## src/rtl/ibex_ibus_arbiter.sv

```systemverilog
// Two-port instruction-bus arbiter with in-order response routing back to the requesting port.
// Define IBEX_IBUS_ARB_RR_EN for round-robin arbitration instead of fixed priority with a starvation guard.
module ibex_ibus_arbiter #(
  parameter int unsigned MaxOutstanding = 2,
  parameter int unsigned StarveLimit    = 8,
  parameter bit          ResetAll       = 1'b0
) (
  input  logic        clk_i,
  input  logic        rst_ni,
  input  logic        p0_req_i,
  input  logic [31:0] p0_addr_i,
  output logic        p0_gnt_o,
  output logic        p0_rvalid_o,
  output logic        p0_err_o,
  input  logic        p1_req_i,
  input  logic [31:0] p1_addr_i,
  output logic        p1_gnt_o,
  output logic        p1_rvalid_o,
  output logic        p1_err_o,
  output logic [31:0] rdata_o,
  output logic        mem_req_o,
  output logic [31:0] mem_addr_o,
  input  logic        mem_gnt_i,
  input  logic        mem_rvalid_i,
  input  logic [31:0] mem_rdata_i,
  input  logic        mem_err_i,
  output logic        busy_o,
  output logic        unexpected_rvalid_o
);

  localparam int unsigned CntW = 3;

  typedef enum logic {IDLE, HOLD} state_e;

  state_e                    state_q, state_d;
  logic                      owner_q, owner_d;
  logic [31:0]               hold_addr_q;
  logic [CntW-1:0]           count_q, count_d, wr_idx;
  logic [MaxOutstanding-1:0] ids_q, ids_d;

  logic        slot_free, any_req, winner, owner_req, capture;
  logic        mem_req, gnt_id, push, pop;
  logic [31:0] winner_addr, req_addr;

  assign slot_free   = count_q < CntW'(MaxOutstanding);
  assign any_req     = p0_req_i | p1_req_i;
  assign owner_req   = owner_q ? p1_req_i : p0_req_i;
  assign winner_addr = winner ? p1_addr_i : p0_addr_i;

`ifdef IBEX_IBUS_ARB_RR_EN
  // Round-robin: on contention the port that was not granted last wins
  logic last_q, last_d;

  assign winner = p1_req_i & (~p0_req_i | ~last_q);
  assign last_d = push ? gnt_id : last_q;

  always_ff @(posedge clk_i or negedge rst_ni) begin
    if (!rst_ni) last_q <= 1'b1;
    else         last_q <= last_d;
  end
`else
  // Fixed priority to port 0, overridden once port 1 has waited StarveLimit cycles
  localparam int unsigned StarveW = 8;
  logic [StarveW-1:0] starve_q, starve_d;

  assign winner = p1_req_i & (~p0_req_i | (starve_q == StarveW'(StarveLimit)));

  always_comb begin
    starve_d = starve_q;
    if (!p1_req_i || p1_gnt_o)                     starve_d = '0;
    else if (starve_q != StarveW'(StarveLimit))    starve_d = starve_q + StarveW'(1);
  end

  always_ff @(posedge clk_i or negedge rst_ni) begin
    if (!rst_ni) starve_q <= '0;
    else         starve_q <= starve_d;
  end
`endif

  // FSM state register
  always_ff @(posedge clk_i or negedge rst_ni) begin
    if (!rst_ni) begin
      state_q <= IDLE;
      owner_q <= 1'b0;
    end else begin
      state_q <= state_d;
      owner_q <= owner_d;
    end
  end

  // FSM next state
  always_comb begin
    state_d = state_q;
    owner_d = owner_q;
    if (state_q == IDLE) begin
      if (slot_free && any_req && !mem_gnt_i) begin
        state_d = HOLD;
        owner_d = winner;
      end
    end else if (mem_gnt_i || !owner_req) begin
      state_d = IDLE;
    end
  end

  // FSM outputs
  always_comb begin
    mem_req  = 1'b0;
    gnt_id   = winner;
    req_addr = winner_addr;
    if (state_q == IDLE) begin
      mem_req = slot_free & any_req;
    end else begin
      mem_req  = owner_req;
      gnt_id   = owner_q;
      req_addr = hold_addr_q;
    end
  end

  assign capture = (state_q == IDLE) && (state_d == HOLD);

  // Address of a stalled request is held for the whole HOLD phase
  if (ResetAll) begin : g_addr_rst
    always_ff @(posedge clk_i or negedge rst_ni) begin
      if (!rst_ni)      hold_addr_q <= '0;
      else if (capture) hold_addr_q <= winner_addr;
    end
  end else begin : g_addr_norst
    always_ff @(posedge clk_i) begin
      if (capture) hold_addr_q <= winner_addr;
    end
  end

  assign push = mem_req & mem_gnt_i;
  assign pop  = mem_rvalid_i & (count_q != '0);

  // In-order ID queue: head at bit 0, pop shifts the queue down
  always_comb begin
    ids_d   = ids_q;
    wr_idx  = count_q - CntW'(pop);
    count_d = count_q + CntW'(push) - CntW'(pop);
    if (pop) ids_d = ids_q >> 1;
    for (int unsigned i = 0; i < MaxOutstanding; i++) begin
      if (push && (wr_idx == CntW'(i))) ids_d[i] = gnt_id;
    end
  end

  always_ff @(posedge clk_i or negedge rst_ni) begin
    if (!rst_ni) begin
      count_q <= '0;
      ids_q   <= '0;
    end else begin
      count_q <= count_d;
      ids_q   <= ids_d;
    end
  end

  assign mem_req_o           = mem_req;
  assign mem_addr_o          = mem_req ? (req_addr & 32'hFFFF_FFFC) : 32'h0;
  assign p0_gnt_o            = push & ~gnt_id;
  assign p1_gnt_o            = push & gnt_id;
  assign p0_rvalid_o         = pop & ~ids_q[0];
  assign p1_rvalid_o         = pop & ids_q[0];
  assign p0_err_o            = p0_rvalid_o & mem_err_i;
  assign p1_err_o            = p1_rvalid_o & mem_err_i;
  assign rdata_o             = mem_rdata_i;
  assign busy_o              = (count_q != '0) | mem_req;
  assign unexpected_rvalid_o = mem_rvalid_i & (count_q == '0);

endmodule
```

## config.mk

```make
export PLATFORM = sky130hd
export DESIGN_NAME = ibex_ibus_arbiter
export DESIGN_NICKNAME = d
export VERILOG_FILES = /design/src/rtl/ibex_ibus_arbiter.sv
export SDC_FILE = /design/constraint.sdc
export NUM_CORES = 1
export LEC_CHECK = 0
export CAP_MARGIN = 15
export CORE_AREA = 5 5 87 109
export DETAILED_ROUTE_END_ITERATION = 8
export DIE_AREA = 0 0 92 114
export PLACE_DENSITY = 0.8
export SYNTH_ARGS = -nofsm -noshare
export SYNTH_HDL_FRONTEND = slang
export SYNTH_SLANG_ARGS = --single-unit
```

## constraint.sdc

```tcl
create_clock -name clk_i -period 6.3 [get_ports clk_i]
set_input_delay 1.26 -clock clk_i [delete_from_list [all_inputs] [get_ports clk_i]]
set_output_delay 1.26 -clock clk_i [all_outputs]
set_load 0.03 [all_outputs]
```

==> metrics.txt, run 1 <==
status finished, final reports clean; IO Port Bufs 105; Setup violations, final 0; final worst path period share 84.80%; minimum clock period 5.342 ns; Ys Warns 0; Hold Path End owner_q; f_max 0.1872 GHz; Seq/Total Area, Yosys 40.14%; hold path depth 1; Syn Inst Count 370; Antenna Nets Post-Route 0; post-DR vias/cell 5.133; worst-path fanout max 34; setup TNS 0 ns; Req. time, crit path 5.04 ns; ratio of cells with drive above 1 in the final layout 6.944%; RR Endpoint ids_q[0]; RSZ-0062 raised after global routing no; maximum vdd ir drop 0.1420 mV; CP arrival 4.08 ns; Post-synth EDFFs 30; FILL cells 825; Setup Skew 0.004477 ns; First DRT Iteration DRCs 88; hold_buf cts 0; Worst-Margin Slew 0.6701 ns; Skew-Pair Late Insertion Delay 0.29 ns; CP Class in -> out; Hold Crit Class reg -> reg; Final Hold Fails 0; initial antenna violation count 0; CTS clk-pin slew, worst paths 0.08 ns; first-pass GRT wire length 13.09 mm; relative slew slack 55.19%; final worst slack 0.9578 ns; gpl congestion 0.7982; CTS tree yes; register bit total from synthesis 45; max-slew violations 0; DR WL/cell 15.17 um; # diodes 0; r2r setup slk 3.93 ns; min-delay src owner_q; CP Launch Type input pin; drt total wl 8.073 mm; pwr/cell area 308.7 nW/um^2; Longest Clk Path Bufs 2; Setup crit end kind output pin; Die X 92 um; CTS sink cnt 45; Core Region 8463 sq um; drt pass-1 iters 4; Post-CTS Setup Bufs 0; synth unique cells 44; Nets 541; hpwl dp 5.875 mm; H-tree levels 2; total CTS buffers 5; Die Y 114 um; DRC violations left 0; remaining global-route overflow 0; post-place setup slack 0.9406 ns; vias in the first global route 2749; Vias 2731; Pleak 0.001697 uW; max cap viols 0; Avg Inst Size Synth 8.593 sq um; Die ar. 10490 sq um; area grow syn2layout 29.75%; r2r startpoint count_q[1]; num ports 176; Starting Density 37.57%; Synth Flop Type edfxtp_1; Post-CTS Resized 0; pin count of the biggest net entering global routing 61; R2R cell count 8; Root Buffer clkbuf_8; Post-Syn Area 3179 sq um; Total GRT Usage 15.19%; Async S/R FF share, synth 33.33%; row count 38
-- cells in the mapped netlist (2+ instances only) --
cell type	instances	share of area [%]
nand2_1	98	12
inv_1	37	4.4
buf_4	35	8.3
a21oi_1	32	5.0
edfxtp_1	30	28
a221oi_1	25	6.9
dfrtp_1	15	12
buf_2	10	1.6
a211oi_1	7	1.7
nor2_1	7	0.83
a221oi_2	6	2.8
clkbuf_1	6	0.71
xor2_1	6	1.7
and2_1	5	0.98
ha_1	5	2.0
mux2_2	4	1.4
xnor2_1	4	1.1
buf_1	3	0.35
buf_6	3	1.1
nor3_1	3	0.47
o21ai_0	3	0.47
nand3_1	2	0.31
nand4_1	2	0.39
nor4b_1	2	0.55
-- layout make-up --
| class | count | area (sq um) | share of cell area, % |
|---|---|---|---|
| flip-flops and latches | 45 | 1277 | 30.97 |
| well taps | 100 | 125.1 | 3.033 |
| inverters | 38 | 142.6 | 3.458 |
| clock inverters | 1 | 3.754 | 0.09099 |
| clock buffers | 6 | 72.57 | 1.759 |
| repair buffers | 111 | 1109 | 26.87 |
| multi-input cells | 231 | 1395 | 33.82 |
-- cells by family (layout without fill, tap and decap cells) --
logic type	Yosys count	count (layout)	share of synthesized area (%)
compound gates	78	78	18.02
fa+ha+maj	6	6	2.597
buf+inv	95	156	16.45
xor+xnor	10	10	2.755
flops	45	45	40.14
other cells	1	2	0.1180
simple gates	130	130	18.14
mux	5	5	1.771
-- critical path, stage by stage --
cell and delay [ns]:
clkdlybuf4s50_1 0.60, and4bb_1 0.27, a21o_2 0.49, buf_12 0.25
a21oi_1 0.09, a221oi_1 0.37, clkdlybuf4s50_1 0.74
-- how the worst max path moves through the flow --
stage,startpoint,to,slack (ns),cells after the start
after detailed placement,p1_req_i,mem_addr_o[11],0.94,7
after CTS,p1_req_i,mem_addr_o[11],0.95,7
after global placement,p1_req_i,mem_addr_o[11],1.02,7
after floorplan,p0_req_i,owner_q,1.11,3
final,p1_req_i,mem_addr_o[11],0.96,7
after global routing,p1_req_i,mem_addr_o[11],0.78,7
-- layout by cell type, fill, tap and decap left out, drive strengths merged, types with 2 or more instances in the layout --
cell type,instances
clkdlybuf4s50,105
nand2,98
inv,37
a21oi,32
a221oi,31
edfxtp,30
dfrtp,15
nor2,8
a211oi,7
xor2,6
clkbuf,6
buf,6
and2,5
ha,5
mux2,5
xnor2,4
o21ai,4
nor3,3
nor4b,3
clkinv,2
nand3,2
nand4,2
conb,2
-- stage by stage --
stage / instances / cell area, sq um / total power, uW / hold slack [ns] / utilization [%]
after floorplan: 371 / 3183 / 894.1 / 0.4943 / -
after global placement: 525 / 4049 / 1102 / 0.5203 / 47.84
after detailed placement: 525 / 4049 / 1124 / 0.5326 / 47.84
after CTS: 532 / 4125 / 1294 / 0.5502 / 48.74
after global routing: 532 / 4125 / 1357 / 0.5707 / 48.74
final: 532 / 4125 / 1273 / 0.5406 / 48.74
-- per-layer routing --
metal / share of wire [%] / track usage (%) / vias up
li1: - / - / 1357
met1: 42 / 17.54 / 1268
met2: 51 / 27.53 / 87
met3: 5.7 / 3.892 / 19
met4: 1.6 / 4.559 / 0
met5: 0 / 0 / -
-- flip-flops by register name (all words and copies together) (netlist names) --
register	count
count_q	3
owner_q	1
hold_addr_q	30
ids_q	2
state_q	1
starve_q	8
-- power breakdown --
group          leakage, uW  switching, uW  total, uW  internal (uW)
registers         0.000472           28.6        399            370
logic              0.00119            422        710            288
clock network    0.0000387           90.0        165           74.9
total              0.00170            540       1270            733
No activity file was read; power rests on OpenSTA's default activity.
==> inputs of run 2 (changes only) <==
==> constraint.sdc (replaced) <==
create_clock -name clk_i -period 5.5 [get_ports clk_i]
set_input_delay 1.1 -clock clk_i [delete_from_list [all_inputs] [get_ports clk_i]]
set_output_delay 1.1 -clock clk_i [all_outputs]
set_load 0.03 [all_outputs]
==> run 2 against run 1 <==
  * Utilization increased by 0.22 points
  * Via count increased by 4.6%
  * Clock skew increased by 0.0011 ns
  * Total power increased by 16%
  * Global-route usage increased by 0.50 points
  * Highest routed layer unchanged
==> metrics.txt, run 2 (same netlist as run 1, synthesis figures left out) <==
Antenna Nets Post-Route 0 (unchanged); r2r startpoint state_q; Crit-path slowest cell clkdlybuf4s50_1; drt total wl 8.278 mm (+2.5%); FILL cells 773 (-6.3%); Total GRT Usage 15.69% (+0.50 points); hold path depth 1 (unchanged); Setup crit end kind output pin; CP dominant cell by count clkdlybuf4s50_1; status finished, final reports clean; worst-path fanout max 44 (+29%); area grow syn2layout 30.34%; DR WL/cell 15.53 um (+2.3%); vias in the first global route 2852 (+3.7%); R2R cell count 9 (+1); Vias 2857 (+4.6%); clock power share 13.6% (+0.7 points); Skew-Pair Late Insertion Delay 0.29 ns (about the same); gpl congestion 0.8273 (+3.6%); initial antenna violation count 0 (unchanged); Die X 92 um (unchanged); critical path, cell by cell clkdlybuf4s50_1 -> and4bb_1 -> a21o_2 -> buf_12 -> a21oi_1 -> a221oi_1 -> clkdlybuf4s50_1; Core Region 8463 sq um (unchanged); r2r setup slk 2.92 ns (-1.01 ns); Starting Density 37.57% (unchanged); CP max stage delay 0.74 ns (about the same); max reg flops 30 (unchanged); Switch Pwr 631.4 uW (+17%); DRC violations left 0 (unchanged); most frequent cells in the layout 105 x clkdlybuf4s50_1, 98 x nand2_1, 37 x inv_1; Setup Skew 0.005593 ns (+0.001116 ns); CP Launch Type input pin; Hold Crit Class reg -> reg; max-slew violations 0 (unchanged); Req. time, crit path 4.40 ns (-0.64 ns); Pleak 0.001707 uW (+0.57%); RSZ-0062 raised after global routing no; row count 38 (unchanged); num ports 176 (unchanged); CTS clk-pin slew, worst paths 0.08 ns (about the same); # diodes 0 (unchanged); Comb pwr share 54.3% (-1.4 points); biggest regs hold_addr_q (30), starve_q (8), count_q (3); IO Port Bufs 105 (unchanged); hold_buf cts 0 (unchanged); Die ar. 10490 sq um (unchanged); sw frac 42.75% (+0.31 points); hpwl dp 6.148 mm (+4.7%); Post-CTS Resized 0 (unchanged); final worst path period share 88.99%; CTS sink cnt 45 (unchanged); Final Hold Fails 0 (unchanged); max cap viols 0 (unchanged); setup TNS 0 ns (unchanged); Die Y 114 um (unchanged); pin count of the biggest net entering global routing 45 (-26%); Int Pwr 845.6 uW (+15%); H-tree levels 2 (unchanged); Setup violations, final 0 (unchanged); total CTS buffers 5 (unchanged); First DRT Iteration DRCs 136 (+55%); ratio of cells with drive above 1 in the final layout 7.159% (+0.21 points); drt pass-1 iters 7 (+3); commonest non-fill, non-tap cell in the layout clkdlybuf4s50_1; Seq pwr share 32.1% (+0.8 points); Total Power 1477 uW (+16%); remaining global-route overflow 0 (unchanged); relative slew slack 50.84% (-4.3 points); Longest Clk Path Bufs 2 (unchanged); Worst-Margin Slew 0.7374 ns (+0.06733 ns); first-pass GRT wire length 13.52 mm (+3.3%); minimum clock period 4.894 ns; post-DR vias/cell 5.360 (+4.4%); placed cell count 525 (unchanged); Post-CTS Setup Bufs 0 (unchanged); Hold Path End owner_q; CP Class in -> out; final std cells w/o fill 533 (+0.19%); Biggest register hold_addr_q; Root Buffer clkbuf_8; maximum vdd ir drop 0.2218 mV (+56%); CTS tree yes; Nets 541 (unchanged); f_max 0.2043 GHz; CP arrival 3.79 ns (-0.29 ns); min-delay src owner_q; pwr/cell area 356.4 nW/um^2 (+15%); RR Endpoint count_q[2]
## run 2: changes by cell type in the layout (fill, tap and decap cells not counted), sizes merged
cell / before / now
clkbuf: 6 / 7
clkinv: 2 / 1
inv: 37 / 38
## run 2: worst max-delay path by stage
stage / startpoint / end / slack, ns / cells after the start
finish: p1_req_i / mem_addr_o[11] / 0.61 / 7
global route: p1_req_i / mem_addr_o[23] / 0.45 / 6
CTS: p1_req_i / mem_addr_o[11] / 0.64 / 7
detailed placement: p1_req_i / mem_addr_o[11] / 0.64 / 7
global placement: p1_req_i / mem_addr_o[21] / 0.67 / 6
floorplan: p0_req_i / owner_q / 0.47 / 3
## run 2: metrics by stage
step           hold WS, ns  setup slack, ns  cell area [sq um]  util (%)
2_1_floorplan       0.4943           0.4724               3183         -
3_3_place_gp        0.5220           0.6709               4061     47.99
3_5_place_dp        0.5443           0.6449               4061     47.99
4_1_cts             0.5634           0.6382               4144     48.97
5_1_grt             0.5809           0.4466               4144     48.97
6_report            0.5642           0.6058               4144     48.97
## run 2: routing by layer
metal  global-route usage (%)  part of all wire, %
met1                    18.03                   40
met2                    27.78                   51
met3                    4.024                  6.5
met4                    6.244                  2.8
met5                        0                    0
## run 2: power by group through the flow
stage	Combinational (uW)	Clock, uW	Sequential (uW)
final	802	201	474
after global routing	868	225	482
after CTS	809	210	474
after detailed placement	807	0	482
after global placement	789	0	477
after floorplan	567	0	457
## run 2: worst max-delay path, delay by kind of cell
kind	cells	cell delay, ns
and+or+nand+nor	1	0.29
AOI/OAI and AO/OA	3	0.79
buffers and inverters	3	1.60
## run 2: cell type report
cell class	instances	area [sq um]	area share (%)
clock inverters	1	6.256	0.1510
well taps	100	125.1	3.019
multi-input cells	231	1395	33.67
inverters	38	142.6	3.442
flip-flops and latches	45	1277	30.83
repair buffers	111	1121	27.05
clock buffers	7	76.32	1.842
